<file path="src/rtl/dff_link_pkg.sv">
// Shared types and line levels for the serial bit link.
package dff_link_pkg;

    typedef enum logic [2:0] {
        IDLE,
        START,
        DATA,
        PARITY,
        STOP
    } tx_state_t;

    localparam logic LINE_IDLE = 1'b1;
    localparam logic START_BIT = 1'b0;
    localparam logic STOP_BIT  = 1'b1;

endpackage

</file>
<file path="src/rtl/dff_tx_bit_counter.sv">
// Data-bit counter for the transmitter: clears on DATA entry, saturates at WIDTH-1.
module dff_tx_bit_counter #(
    parameter int WIDTH = 8,
    localparam int CW   = (WIDTH > 1) ? $clog2(WIDTH) : 1
) (
    input  logic clk,
    input  logic rst,
    input  logic clr_i,
    input  logic en_i,
    output logic last_o
);

    logic [CW-1:0] count_q;
    logic [CW-1:0] count_d;

    assign last_o = (count_q == CW'(WIDTH - 1));

    always_comb begin
        count_d = count_q;
        if (clr_i) begin
            count_d = '0;
        end else if (en_i && !last_o) begin
            count_d = count_q + 1'b1;
        end
    end

    always_ff @(posedge clk or posedge rst) begin
        if (rst) begin
            count_q <= '0;
        end else begin
            count_q <= count_d;
        end
    end

endmodule

</file>
<file path="src/rtl/dff_serial_tx.sv">
// Framed parallel-in/serial-out transmitter: START, WIDTH data bits, optional parity, STOP.
// Define DFF_SERIAL_TX_PARITY_EN to insert an even-parity bit after the data bits.
module dff_serial_tx
    import dff_link_pkg::*;
#(
    parameter int WIDTH     = 8,
    parameter bit MSB_FIRST = 1'b0
) (
    input  logic             clk,
    input  logic             rst,
    input  logic [WIDTH-1:0] data_in,
    input  logic             load_valid,
    output logic             load_ready,
    output logic             q,
    output logic             busy,
    output logic             done
);

    tx_state_t        state_q;
    logic [WIDTH-1:0] shreg_q;
    logic [WIDTH-1:0] shreg_d;
    logic             next_bit;
    logic             q_q;
    logic             busy_q;
    logic             done_q;
    logic             ready_q;
    logic             bit_last;
`ifdef DFF_SERIAL_TX_PARITY_EN
    logic             parity_q;
`endif

    // The bit leaving the shift register now is the one q shows next cycle.
    assign next_bit = MSB_FIRST ? shreg_q[WIDTH-1] : shreg_q[0];
    assign shreg_d  = MSB_FIRST ? (shreg_q << 1) : (shreg_q >> 1);

    dff_tx_bit_counter #(
        .WIDTH (WIDTH)
    ) u_bit_counter (
        .clk    (clk),
        .rst    (rst),
        .clr_i  (state_q == START),
        .en_i   (state_q == DATA),
        .last_o (bit_last)
    );

    always_ff @(posedge clk or posedge rst) begin
        if (rst) begin
            state_q  <= IDLE;
            shreg_q  <= '0;
            q_q      <= LINE_IDLE;
            busy_q   <= 1'b0;
            done_q   <= 1'b0;
            ready_q  <= 1'b1;
`ifdef DFF_SERIAL_TX_PARITY_EN
            parity_q <= 1'b0;
`endif
        end else begin
            case (state_q)
                IDLE: begin
                    if (load_valid && ready_q) begin
                        shreg_q  <= data_in;
`ifdef DFF_SERIAL_TX_PARITY_EN
                        parity_q <= ^data_in;
`endif
                        state_q  <= START;
                        q_q      <= START_BIT;
                        busy_q   <= 1'b1;
                        ready_q  <= 1'b0;
                    end
                end
                START: begin
                    q_q     <= next_bit;
                    shreg_q <= shreg_d;
                    state_q <= DATA;
                end
                DATA: begin
                    if (bit_last) begin
`ifdef DFF_SERIAL_TX_PARITY_EN
                        state_q <= PARITY;
                        q_q     <= parity_q;
`else
                        state_q <= STOP;
                        q_q     <= STOP_BIT;
                        done_q  <= 1'b1;
`endif
                    end else begin
                        q_q     <= next_bit;
                        shreg_q <= shreg_d;
                    end
                end
`ifdef DFF_SERIAL_TX_PARITY_EN
                PARITY: begin
                    state_q <= STOP;
                    q_q     <= STOP_BIT;
                    done_q  <= 1'b1;
                end
`endif
                STOP: begin
                    state_q <= IDLE;
                    q_q     <= LINE_IDLE;
                    done_q  <= 1'b0;
                    busy_q  <= 1'b0;
                    ready_q <= 1'b1;
                end
                default: begin
                    state_q <= IDLE;
                    q_q     <= LINE_IDLE;
                    done_q  <= 1'b0;
                    busy_q  <= 1'b0;
                    ready_q <= 1'b1;
                end
            endcase
        end
    end

    assign q          = q_q;
    assign busy       = busy_q;
    assign done       = done_q;
    assign load_ready = ready_q;

endmodule

</file>
<file path="config.mk">
export PLATFORM = sky130hd
export DESIGN_NAME = dff_serial_tx
export DESIGN_NICKNAME = d
export VERILOG_FILES = /design/src/rtl/dff_link_pkg.sv /design/src/rtl/dff_tx_bit_counter.sv /design/src/rtl/dff_serial_tx.sv
export SDC_FILE = /design/constraint.sdc
export NUM_CORES = 1
export LEC_CHECK = 0
export ABC_CLOCK_PERIOD_IN_PS = 2600
export CAP_MARGIN = 20
export CORE_UTILIZATION = 50
export CTS_CLUSTER_DIAMETER = 200
export DETAILED_ROUTE_END_ITERATION = 8
export GPL_TIMING_DRIVEN = 0
export HOLD_SLACK_MARGIN = 0.02
export PLACE_DENSITY = 0.78
export SLEW_MARGIN = 20
export SYNTH_ARGS = -nofsm -noshare
export SYNTH_HDL_FRONTEND = slang
export SYNTH_HIERARCHICAL = 1
export SYNTH_SLANG_ARGS = --single-unit
</file>
<file path="constraint.sdc">
create_clock -name clk -period 2.6 [get_ports clk]
set_input_delay 0.26 -clock clk [delete_from_list [all_inputs] [get_ports clk]]
set_output_delay 0.26 -clock clk [all_outputs]
set_load 0.01 [all_outputs]
</file>
==> impl_metrics.json <==
{
  "status": "complete, no violations",
  "min_period_ps": 2090,
  "wire_per_inst_um": 12.1,
  "antenna_cells": 0,
  "busiest_layer": "met2",
  "fp.coreArea_mm2": 0.00173,
  "crit_path_end_kind": "flip-flop",
  "p_sw_mw": 0.481,
  "slew_headroom": 0.536,
  "syn_area_um2": 931,
  "routed_wl_um": 1450,
  "drive_above_1_share": 0.295,
  "multi_input_area_um2": 440,
  "grt_first_pass_wirelength_um": 2660,
  "avgViaCountPerCell": 5.08,
  "synthDistinctLibCells": 29,
  "vias": 609,
  "async_reset_ff_frac": 1.00,
  "grt_antenna_before_repair": 0,
  "critPathRequiredTime_ps": 2780,
  "met1_usage": 0.237,
  "hold_violations": 0,
  "cts_max_level": 1,
  "clock.fmax_mhz": 479,
  "worstPathArrival_ps": 2270,
  "ys_ff_latch": 18,
  "setup_violations": 0,
  "max_cap_viol_count": 0,
  "hp-class": "in2async",
  "pwr-share-clk": 0.117,
  "ys_warn_count": 6,
  "port_buffers": 14,
  "yosysTopAreaCellShare": 0.430,
  "cp-start-kind": "flip-flop",
  "cts-buffers-inserted": 3,
  "fin_tns_setup_ps": 0,
  "post_cts_resize_count": 0,
  "grt_use_met2": 0.301,
  "rsz0062_at_grt": "false",
  "post_cts.repair.setup_buffers": 0,
  "drc": 0,
  "track_usage": 0.186,
  "routabilityCongestion": 0.764,
  "p_seq_frac": 0.342,
  "fill_cells": 162,
  "first_global_vias": 631,
  "fin_nets": 109,
  "row_count": 15,
  "tightestPinTransition_ps": 692,
  "swShare": 0.331,
  "die_x_um": 45.2,
  "syn_area_per_cell_um2": 12.1,
  "synth-edff-count": 0,
  "drtIter0Drc": 2,
  "synth.net_count": 90,
  "p_leak_nw": 0.485,
  "holdBufCountCts": 0,
  "gr-total-overflow": 0,
  "finalCritPeriodShare": 0.803,
  "ys.flop_type": "dfrtp_1",
  "cp_max_fo": 9,
  "clock_skew_ps": 6.73,
  "use_met3": 0.0600,
  "root_buffer": "clkbuf_4",
  "seq_area_frac_synth": 0.487,
  "area_growth_syn_to_layout_pct": 22.3,
  "dr.pass1.iters": 3,
  "clk_latency_ps": 300,
  "synth_top_area_cell": "dfrtp_1",
  "critPathKind": "reg2reg",
  "final_core_util": 0.659,
  "initial_utilization": 0.539,
  "place_inst": 116,
  "combPwrFrac": 0.540,
  "clock_sinks": 18,
  "clock_path_buffers": 2,
  "p_per_area_mw_per_mm2": 1270,
  "regArea_um2": 453,
  "synth_area_leaders": "dfrtp_1 (43%), mux2_2 (17%), dfstp_2 (5.6%), a21oi_1 (2.7%), ha_1 (2.7%)",
  "post-dp-hpwl_um": 1070,
  "die_y_um": 45.2,
  "ir_worst_vdd_mv": 0.687,
  "internal_power_mw": 0.970,
  "dieArea_mm2": 0.00204,
  "finalMaxSlewViolations": 0,
  "cts_tree": "built",
  "syn_inst": 77,
  "final_cells": 120,
  "clk_pin_slew_ps": 90,
  "grt_max_degree": 16,
  "ioPinCount": 15,
  "ant_nets": 0
}
placed cells by master (no fill, tap or decap), drive strengths merged:
cell,Yosys,routed
nand4bb,2,2
ha,2,2
mux2,15,15
nand2b,3,3
nand3b,1,1
dfrtp,16,16
nand4,1,1
nand2,3,3
or2,2,2
clkbuf,1,5
xnor2,1,1
a21oi,5,5
or3b,1,1
nor3b,1,1
o21ai,3,3
o22ai,1,1
nor3,1,1
buf,2,2
and2,1,1
clkdlybuf4s50,0,14
a211oi,1,1
dfstp,2,2
nor2,4,4
a22oi,1,1
nor2b,3,3
inv,3,3
a32oi,1,1
sequential cells by signal (all words and copies together) (netlist names):
name	count
state_q	3
u_bit_counter/count_q	3
done	1
shreg_q	8
busy	1
load_ready	1
q	1
cell usage after synthesis (2+ instances only):
| master | count |
|---|---|
| a21oi_1 | 5 |
| buf_6 | 2 |
| dfrtp_1 | 16 |
| dfstp_2 | 2 |
| ha_1 | 2 |
| inv_1 | 3 |
| mux2_2 | 14 |
| nand2_1 | 3 |
| nand2b_1 | 3 |
| nand4bb_1 | 2 |
| nor2_1 | 4 |
| nor2b_1 | 2 |
| o21ai_1 | 2 |
| or2_2 | 2 |
layout make-up:
| class | count | area share |
|---|---|---|
| repair buffers | 14 | 0.123 |
| multi-input cells | 53 | 0.387 |
| inverters | 3 | 0.00989 |
| flip-flops and latches | 18 | 0.398 |
| clock buffers | 4 | 0.0319 |
| well taps | 25 | 0.0275 |
| plain buffers | 3 | 0.0231 |
power by group through the flow:
stage                     clock, mW  combinational (mW)  sequential [mW]
final                         0.170               0.784            0.496
after global routing          0.190               0.864            0.516
after CTS                     0.179               0.792            0.497
after detailed placement          0               0.787            0.503
after global placement            0               0.768            0.495
after floorplan                   0               0.609            0.500
critical path, cell delays in order (launching register included):
cell and delay (ps):
dfrtp_1 410, ha_1 200, ha_1 260, or3b_4 420, o22ai_4 310, mux2_2 380
worst paths after layout:
kind                       depth (start not counted)                                   end                                 start  slack (ps)
setup / recovery                                   5                shreg_q[4]$_DFFE_PP0P_  u_bit_counter/count_q[0]$_DFFE_PP0P_         510
max in group asynchronous                          2                shreg_q[4]$_DFFE_PP0P_                                   rst        1900
hold / removal                                     2  u_bit_counter/count_q[1]$_DFFE_PP0P_                                   rst         140
hold reg to reg                                    2                         q$_DFFE_PP1P_                         q$_DFFE_PP1P_         500
min in group clk                                   2                         q$_DFFE_PP1P_                         q$_DFFE_PP1P_         500
setup reg to reg                                   5                shreg_q[4]$_DFFE_PP0P_  u_bit_counter/count_q[0]$_DFFE_PP0P_         510
cell families after synthesis:
family                   Yosys count  synth area share
flip-flops                        18             0.487
buffers and inverters              6            0.0403
XOR/XNOR                           1           0.00941
AND/OR/NAND/NOR                   23             0.161
AO/OA/AOI/OAI                     12            0.0901
multiplexers                      15             0.185
adder cells (fa/ha/maj)            2            0.0269
per-stage QoR:
stage / instance area [um2] / total power [mW] / hold WS, ps / worst slack [ps]
final: 1140 / 1.45 / 141 / 511
after global routing: 1140 / 1.57 / 142 / 436
after CTS: 1140 / 1.47 / 131 / 509
after detailed placement: 1100 / 1.29 / 461 / 520
after global placement: 1100 / 1.26 / 459 / 544
after floorplan: 931 / 1.11 / 13.6 / 660
per-layer routing:
layer  share of wire  wire length (um)
met5               0                 0
met4          0.0069                10
met1            0.45               654
met3           0.046                66
met2            0.49               715
Power figures use the tool's default switching activity.
